<file path="src/rtl/shift_array_flow_ctrl.sv">
// Valid/ready shift-register pipeline whose words advance only on shifts,
// with a flush mode that pushes bubbles in until every live word has left.
module shift_array_flow_ctrl #(
  parameter int BIT_WIDTH = 8,
  parameter int DEPTH     = 8
) (
  input  logic                         clk,
  input  logic                         reset,
  input  logic                         in_valid,
  output logic                         in_ready,
  input  logic [BIT_WIDTH-1:0]         in_data,
  output logic                         out_valid,
  input  logic                         out_ready,
  output logic [BIT_WIDTH-1:0]         out_data,
  input  logic                         flush,
  output logic                         flush_done,
  output logic [$clog2(DEPTH+1)-1:0]   occupancy
);

  localparam int OCC_W = $clog2(DEPTH+1);

  typedef enum logic {RUN, FLUSH} state_t;

  state_t               state, state_next;
  logic [BIT_WIDTH-1:0] stage [DEPTH];
  logic [DEPTH-1:0]     vld, vld_next;
  logic [OCC_W-1:0]     occ_next;
  logic                 can_shift, accept, shift, done_next;

  assign can_shift = !vld[DEPTH-1] | out_ready;
  assign in_ready  = (state == RUN) & can_shift;
  assign accept    = in_valid & in_ready;
  assign shift     = accept | ((state == FLUSH) & can_shift);
  assign out_valid = vld[DEPTH-1];
  assign out_data  = stage[DEPTH-1];

  // A consumed output word with no shift just drops its live flag in place.
  always_comb begin
    vld_next = vld;
    if (shift) begin
      vld_next = {vld[DEPTH-2:0], accept};
    end else if (vld[DEPTH-1] & out_ready) begin
      vld_next[DEPTH-1] = 1'b0;
    end
  end

  always_comb begin
    occ_next = '0;
    for (int i = 0; i < DEPTH; i++) begin
      occ_next = occ_next + OCC_W'(vld_next[i]);
    end
  end

  // Flush decisions look at post-update occupancy so a coincident accept is drained.
  always_comb begin
    state_next = state;
    done_next  = 1'b0;
    case (state)
      RUN: begin
        if (flush) begin
          if (occ_next == '0) begin
            done_next = 1'b1;
          end else begin
            state_next = FLUSH;
          end
        end
      end
      FLUSH: begin
        if (vld_next == '0) begin
          state_next = RUN;
          done_next  = 1'b1;
        end
      end
      default: state_next = RUN;
    endcase
  end

  always_ff @(posedge clk) begin
    if (reset) begin
      state      <= RUN;
      vld        <= '0;
      occupancy  <= '0;
      flush_done <= 1'b0;
      for (int i = 0; i < DEPTH; i++) begin
        stage[i] <= '0;
      end
    end else begin
      state      <= state_next;
      vld        <= vld_next;
      occupancy  <= occ_next;
      flush_done <= done_next;
      if (shift) begin
        stage[0] <= accept ? in_data : '0;
        for (int i = 1; i < DEPTH; i++) begin
          stage[i] <= stage[i-1];
        end
      end
    end
  end

endmodule

</file>
<file path="config.mk">
export PLATFORM = sky130hd
export DESIGN_NAME = shift_array_flow_ctrl
export DESIGN_NICKNAME = d
export VERILOG_FILES = /design/src/rtl/shift_array_flow_ctrl.sv
export SDC_FILE = /design/constraint.sdc
export NUM_CORES = 1
export LEC_CHECK = 0
export ABC_AREA = 1
export BUFFER_PORTS_ARGS = -buffer_cell sky130_fd_sc_hd__buf_2
export CAP_MARGIN = 20
export CORE_ASPECT_RATIO = 0.9
export CORE_MARGIN = 2
export CORE_UTILIZATION = 25
export DETAILED_ROUTE_END_ITERATION = 12
export PLACE_DENSITY = 0.39
export SLEW_MARGIN = 20
export SYNTH_ARGS = -nofsm -noshare
export SYNTH_HDL_FRONTEND = slang
export SYNTH_SLANG_ARGS = --single-unit
</file>
<file path="constraint.sdc">
create_clock -name clk -period 7.6 [get_ports clk]
set_input_delay 1.52 -clock clk [delete_from_list [all_inputs] [get_ports clk]]
set_output_delay 1.52 -clock clk [all_outputs]
set_load 0.005 [all_outputs]
</file>
# Word level (Yosys, flattened, before mapping)
# Memories as Yosys holds them, arrays and structs flattened.
# Index checks and enable logic that the tools add are counted.
totals:
  reg_bits: 14
  ram_bits: 64
  inputBits: 13
  out_inout_bits: 15
  word_cells: 55
  n_memories: 1
memory_table:
  columns: ["name", "depth", "width", "read_ports", "rd_clocked_by_memory_dff", "wr", "line", "text"]
  rows:
  - ["stage", 8, 8, 8, 0, 8, "25", "logic [BIT_WIDTH-1:0] stage [DEPTH];"]
classes:
  addsub: 7
  n_mux: 25
  bitwise_logic: 15
  n_reduce_logical: 3
ops:
  columns: ["cell", "n"]
  rows:
  - ["8-bit 2-to-1 mux", 9]
  - ["4-bit by 1-bit adder with 4-bit output", 4]
  - ["1-bit 2-to-1 mux", 13]
  - ["1-bit bitwise OR", 10]
  - ["8-bit zero test", 1]
  - ["7-bit 2-to-1 mux", 1]
  - ["3-bit by 1-bit adder with 4-bit output", 1]
  - ["1-bit bitwise AND", 4]
  - ["4-bit zero test", 1]
  - ["1-bit one-hot mux with 2 select lines", 2]
  - ["2-bit by 1-bit adder with 3-bit output", 1]
  - ["1-bit by 1-bit adder with 2-bit output", 1]
  - ["1-bit zero test", 1]
  - ["1-bit NOT", 1]

# Depth between registers and ports, before layout
# Gate-level depths: netlist of the first run.
depth:
  word_depth: 17
  mapped_depth: 18

# Worst setup path after synthesis of the first run
# OpenSTA, ideal clock, no wires.
synth_timing:
  path_kind: "in2reg"
  startpoint: "input port out_ready"
  endpoint: "register flush_done"
  t_arrival_ns: 4.624
  required_time_ns: 7.541
  slack_ns: 2.917
  cell_stages: 18
  n_path_buf: 0
  path_cell_list: "inv_1 nand2_4 inv_1 nor2_1 nand2_1 o21ai_2 fa_1 fa_1 inv_1 fa_1 inv_1 ha_1 inv_1 fa_1 xor2_1 nand4_1 a21oi_1 and2_1"
synth_between:
  elab_chain_len: 16
  word_cells_on_any_way: 22
synth_lines:
  columns: ["element", "line", "text"]
  rows:
  - ["start, declared", "13", "input logic out_ready,"]
  - ["1-bit bitwise OR *", "30", "assign can_shift = !vld[DEPTH-1] | out_ready;"]
  - ["1-bit bitwise AND *", "31", "assign in_ready = (state == RUN) & can_shift;"]
  - ["named net in_ready", "10", "output logic in_ready,"]
  - ["1-bit bitwise AND *", "32", "assign accept = in_valid & in_ready;"]
  - ["1-bit bitwise OR", "33", "assign shift = accept | ((state == FLUSH) & can_shift);"]
  - ["7-bit 2-to-1 mux *", "40", "if (shift) begin"]
  - ["named net vld_next[0]", "26", "logic [DEPTH-1:0] vld, vld_next;"]
  - ["1-bit by 1-bit adder with 2-bit output", "50", "occ_next = occ_next + OCC_W'(vld_next[i]);"]
  - ["2-bit by 1-bit adder with 3-bit output", "50", null]
  - ["3-bit by 1-bit adder with 4-bit output", "50", null]
  - ["4-bit by 1-bit adder with 4-bit output (4 in series)", "50", null]
  - ["4-bit zero test", "61", "if (occ_next == '0) begin"]
  - ["1-bit 2-to-1 mux", "61", null]
  - ["1-bit 2-to-1 mux", "60", "if (flush) begin"]
  - ["1-bit one-hot mux with 2 select lines *", "58", "case (state)"]
  - ["end signal, assigned", "91", "flush_done <= done_next;"]
  - ["end, declared", "16", "output logic flush_done,"]
# The timed path passes the listed nets; every way through them passes the cells marked *.
# A chain may end at the register's enable or synchronous reset.

# Worst setup path in the final report of the first run
layout_timing:
  startpoint: "input port out_ready"
  endpoint: "register flush_done"
layout_between:
  elab_chain_len: 16
  word_cells_on_any_way: 22
layout_lines:
  columns: ["element", "line"]
  rows:
  - ["1-bit bitwise OR *", "30"]
  - ["1-bit bitwise AND", "31"]
  - ["1-bit bitwise AND", "32"]
  - ["1-bit bitwise OR", "33"]
  - ["7-bit 2-to-1 mux *", "40"]
  - ["named net vld_next[0]", "26"]
  - ["1-bit by 1-bit adder with 2-bit output", "50"]
  - ["2-bit by 1-bit adder with 3-bit output", "50"]
  - ["3-bit by 1-bit adder with 4-bit output", "50"]
  - ["4-bit by 1-bit adder with 4-bit output (4 in series)", "50"]
  - ["4-bit zero test", "61"]
  - ["1-bit 2-to-1 mux", "61"]
  - ["1-bit 2-to-1 mux", "60"]
  - ["1-bit one-hot mux with 2 select lines *", "58"]
# Marked as above.

==> results of run 1 <==
registers in the layout, summed over array words and instances (netlist names):
signal      flops
stage          64
vld             8
occupancy       4
flush_done      1
state           1
final cells by class:
cell class	instances	area [um^2]	share of cell area
tap	164	205.2	0.05354
multi-input combinational	127	688.2	0.1796
clock inverter	5	50.05	0.01306
sequential	78	2202	0.5746
inverter	81	304.0	0.07933
timing repair buffer	29	150.1	0.03918
clock buffer	11	232.7	0.06072
final timing paths:
kind	cells past startpoint	start	to	slack [ns]
max	19	out_ready	flush_done	2.95
min	2	vld[2]	vld[2]	0.50
max reg2reg	17	vld[7]	flush_done	3.93
min reg2reg	2	vld[2]	vld[2]	0.50
power breakdown:
group	switching (W)	leakage, nW	internal (W)	total [W]
Sequential	0.0000122	0.831	0.000521	0.000534
Combinational	0.0000717	0.702	0.0000379	0.000110
Clock	0.000152	0.135	0.000251	0.000404
routing by layer:
metal  track usage  vias to the layer above
met1       0.08953                      772
met4       0.03371                        0
met3       0.03499                       10
met2        0.1158                       33
li1              -                      954
met5             0                        -
worst max-delay path, cell delays in order:
cell	delay, ns
buf_2	0.08
inv_1	0.05
nand2_4	0.12
inv_1	0.07
nor2_1	0.18
nand2_1	0.10
o21ai_2	0.09
fa_1	0.45
fa_1	0.52
inv_1	0.06
fa_1	0.45
inv_1	0.07
ha_1	0.15
inv_1	0.06
fa_1	0.37
xor2_1	0.18
nand4_1	0.15
a21oi_1	0.14
and2_1	0.12
logic make-up (layout without fill, tap and decap cells):
kind of cell / Yosys count / in the layout / share of synthesized area
buf+inv: 96 / 126 / 0.1204
compound gates: 11 / 11 / 0.01791
xor+xnor: 1 / 1 / 0.002668
simple gates: 107 / 107 / 0.1486
fa+ha+maj: 8 / 8 / 0.03964
flops: 78 / 78 / 0.6707
layout by cell type (no fill, tap or decap):
master,n
inv_1,78
nor2_1,76
edfxtp_1,64
buf_2,27
dfxtp_1,14
clkbuf_16,9
nand2_1,8
nand2_2,8
nand3_1,8
a21oi_1,7
fa_1,4
ha_1,4
inv_2,3
nand2_8,2
nand2_4,2
o21ai_0,2
clkbuf_1,2
clkinv_1,2
buf_4,2
o21ai_2,1
o21ai_1,1
nand3_2,1
xor2_1,1
nand4_1,1
and2_1,1
clkinvlp_4,1
clkinv_2,1
bufinv_16,1
cell usage after synthesis (4+ instances only):
cell | count | area share
buf_4 | 8 | 0.018
edfxtp_1 | 64 | 0.59
nand3_1 | 8 | 0.012
nor2_1 | 76 | 0.087
nand2_1 | 9 | 0.010
inv_1 | 78 | 0.089
ha_1 | 4 | 0.015
nand2_2 | 7 | 0.013
buf_2 | 4 | 0.0061
dfxtp_1 | 14 | 0.085
a21oi_1 | 7 | 0.011
fa_1 | 4 | 0.024
through the flow:
step                hold slack (ns)  total power, W  worst slack, ns  utilization  instance area [um^2]
global route                 0.5250        0.001110            2.671       0.3009                  3832
finish                       0.5007        0.001047            2.951       0.3009                  3832
CTS                          0.5000        0.001066            2.952       0.3009                  3832
global placement             0.4989       0.0006516            2.718       0.2787                  3550
detailed placement           0.4892       0.0006540            2.631       0.2787                  3550
floorplan                    0.4689       0.0006281            2.917            -                  3283
==> results.tsv, run 1 <==
metric	value	unit
cp.required	7.87	ns
dp.cells	479	
hold_viol	0	
hp-class	register to register	
grt_max_degree	65	
grt_setup_unrepaired	false	
crit_arrival	4.92	ns
num_vias	1769	
status	complete, no violations	
numCtsBuffers	9	
synth_area_per_cell	10.91	um^2
wl_met1	2.066	mm
cts_hold_buf	0	
crit_fanout	8	
cts_num_sinks	78	
die_height	112.7	um
setup_violations	0	
synth_cell_types	23	
dpl.hpwl	2.659	mm
grt_usage	0.07487	
globalplace.congestion	0.7520	
highest-signal-layer	met4	
syn_to_final_growth	16.73	%
slew_headroom	0.4720	
synth.yosys.seq_area_share	0.6707	
ir_drop	0.1147	mV
drive_above_1_share	0.1752	
route.detailed.drc	0	
met2_length	2.060	mm
coreArea	12740	um^2
ys.flop_type	edfxtp_1	
grt_remaining_overflow	0	
pwr_density_cell	273.2	nW/um^2
synth_cells	301	
fin_setup_tns	0	ns
clock_skew	0.004567	ns
final_nets	347	
synth-async-reset-ratio	0	
ant_nets	0	
start_kind	primary input	
synth_fp_nets	322	
power_leakage	1.667	nW
first_global_vias	1798	
drv_cap	0	
first_pass_iters	4	
met3_length	252	um
cts_resized	0	
root_buffer	clkbuf_16	
drtIter0Drc	79	
viasPerCell	3.574	
filler_cell_count	1303	
clk_latency	0.32	ns
cts_tree	yes	
die_x	124.8	um
grt_pass1_wl	8.197	mm
min_period_over_period	0.6117	
syn_area	3283	um^2
rows	39	
boundaryPins	28	
tightest_slew	0.7921	ns
antenna_found_initial	0	
finalWirelength	4.456	mm
clk_pin_slew_worst_paths	0.05	ns
initial_utilization	0.2578	
fmax	215.1	MHz
ys_warn_count	0	
post_cts_buffers	0	
num_antenna_cells	0	
clock_path_buffers	2	
io_buffers	27	
period_needed	4.649	ns
ys_ff_latch	78	
die_area	14070	um^2
path_class	primary input to register	
htreeDepth	3	
avgRoutedWirePerCell	9.002	um
synth-edff-count	64	
cp-end-kind	register	
drv_slew	0	
instances_no_fill	495	
Note: power is estimated with default switching activity, not from simulation.
==> inputs of run 2 (changes only) <==
- clock period: 7.6 -> 4.4 ns (I/O delays scaled with it)
==> results.tsv, run 2 (same netlist as run 1, synthesis figures left out) <==
metric	value	unit
final_area	3836	um^2
pwr_density_cell	470.6	nW/um^2
rows	39	
cts_resized	0	
largest_registers	stage x64, vld x8, occupancy x4	
cpPeakStageDelay	0.50	ns
slew_headroom	0.4473	
crit_path_cell_trace	buf_2 > inv_1 > nand2_4 > inv_1 > nor2_1 > nand2_1 > o21ai_2 > fa_1 > fa_1 > inv_1 > fa_1 > inv_1 > ha_1 > inv_1 > fa_1 > xor2_1 > nand4_1 > a21oi_1 > and2_1	
drive_above_1_share	0.1782	
ant_nets	0	
num_antenna_cells	0	
grt_max_degree	41	
instances_no_fill	495	
setup_ws	0.3958	ns
num_vias	1805	
drv_slew	0	
cp.required	4.67	ns
critPathMostFrequentCell	inv_1	
start_kind	primary input	
root_buffer	clkbuf_16	
cts_num_sinks	78	
syn_to_final_growth	16.84	%
clock_path_buffers	2	
period_needed	4.004	ns
crit_arrival	4.28	ns
drv_cap	0	
htreeDepth	3	
boundaryPins	28	
hold_ws	0.5040	ns
path_class	primary input to register	
multi_input_area	688.2	um^2
drtIter0Drc	97	
min_period_over_period	0.9101	
grt_usage	0.07628	
die_x	124.8	um
pre_cts_ws	0.08800	ns
io_buffers	27	
avgRoutedWirePerCell	9.293	um
setup_violations	0	
die_area	14070	um^2
power_leakage	1.671	nW
layout_common_cells	78 x inv_1, 76 x nor2_1, 64 x edfxtp_1, 27 x buf_2, 14 x dfxtp_1	
clock_skew	0.004137	ns
final_common_cell	inv_1	
globalplace.congestion	0.7244	
grt_remaining_overflow	0	
coreArea	12740	um^2
grt_pass1_wl	8.349	mm
largest_register_ffs	64	
dp.cells	480	
numCtsBuffers	9	
first_pass_iters	4	
fin_setup_tns	0	ns
cts_tree	yes	
place_area	3557	um^2
clk_pin_slew_worst_paths	0.06	ns
fmax	249.7	MHz
crit_path_top_delay_cell	fa_1	
first_global_vias	1793	
final_nets	348	
grt_setup_unrepaired	false	
die_height	112.7	um
status	complete, no violations	
hp-class	register to register	
crit_fanout	8	
initial_utilization	0.2578	
tightest_slew	0.8262	ns
cts_hold_buf	0	
cp-end-kind	register	
regMostFlops	stage	
ir_drop	0.1911	mV
hold_viol	0	
filler_cell_count	1293	
finalWirelength	4.600	mm
antenna_found_initial	0	
dpl.hpwl	2.840	mm
route.detailed.drc	0	
clk_latency	0.32	ns
post_cts_buffers	0	
seqCellArea	2202	um^2
viasPerCell	3.646	
[run 2: changes by cell type in the layout (fill, tap and decap cells not counted)]
cell      delta
clkbuf_1     -2
buf_4        +1
clkinv_1     +1
[run 2: worst max-delay path, delay by kind of cell]
family          cells  cell delay (ns)
buf+inv             6             0.38
xor+xnor            1             0.18
compound gates      2             0.23
fa+ha+maj           5             1.90
simple gates        5             0.69
[run 2: area by class of cell]
type                            instances  share of cell area
Tap cell                              164             0.05349
Clock buffer                            9             0.05871
Multi-Input combinational cell        127              0.1794
Inverter                               81             0.07926
Timing Repair Buffer                   30             0.04110
Sequential cell                        78              0.5740
Clock inverter                          6             0.01402
[run 2: final timing paths]
kind / cells after the start / slack (ns) / start / end
hold / removal: 2 / 0.50 / vld[2] / vld[2]
hold reg to reg: 2 / 0.50 / vld[2] / vld[2]
setup / recovery: 19 / 0.40 / out_ready / flush_done
setup reg to reg: 17 / 0.73 / vld[7] / flush_done
[run 2: metrics by stage]
step,total power [W],util
5_1_grt,0.001905,0.3012
3_3_place_gp,0.001129,0.2793
6_report,0.001805,0.3012
3_5_place_dp,0.001130,0.2793
4_1_cts,0.001831,0.3012
2_1_floorplan,0.001085,-
[run 2: metal layers]
metal | up-vias | wire length (um) | track usage
li1 | 958 | - | -
met1 | 803 | 2179 | 0.09096
met2 | 36 | 2051 | 0.1173
met3 | 8 | 283 | 0.03688
met4 | 0 | 86 | 0.03446
met5 | - | 0 | 0
[run 2: power by group]
| part | switching, W | internal (W) | leakage, nW |
|---|---|---|---|
| sequential | 0.0000209 | 0.000900 | 0.831 |
| combinational | 0.000124 | 0.0000654 | 0.706 |
| clock | 0.000266 | 0.000429 | 0.134 |
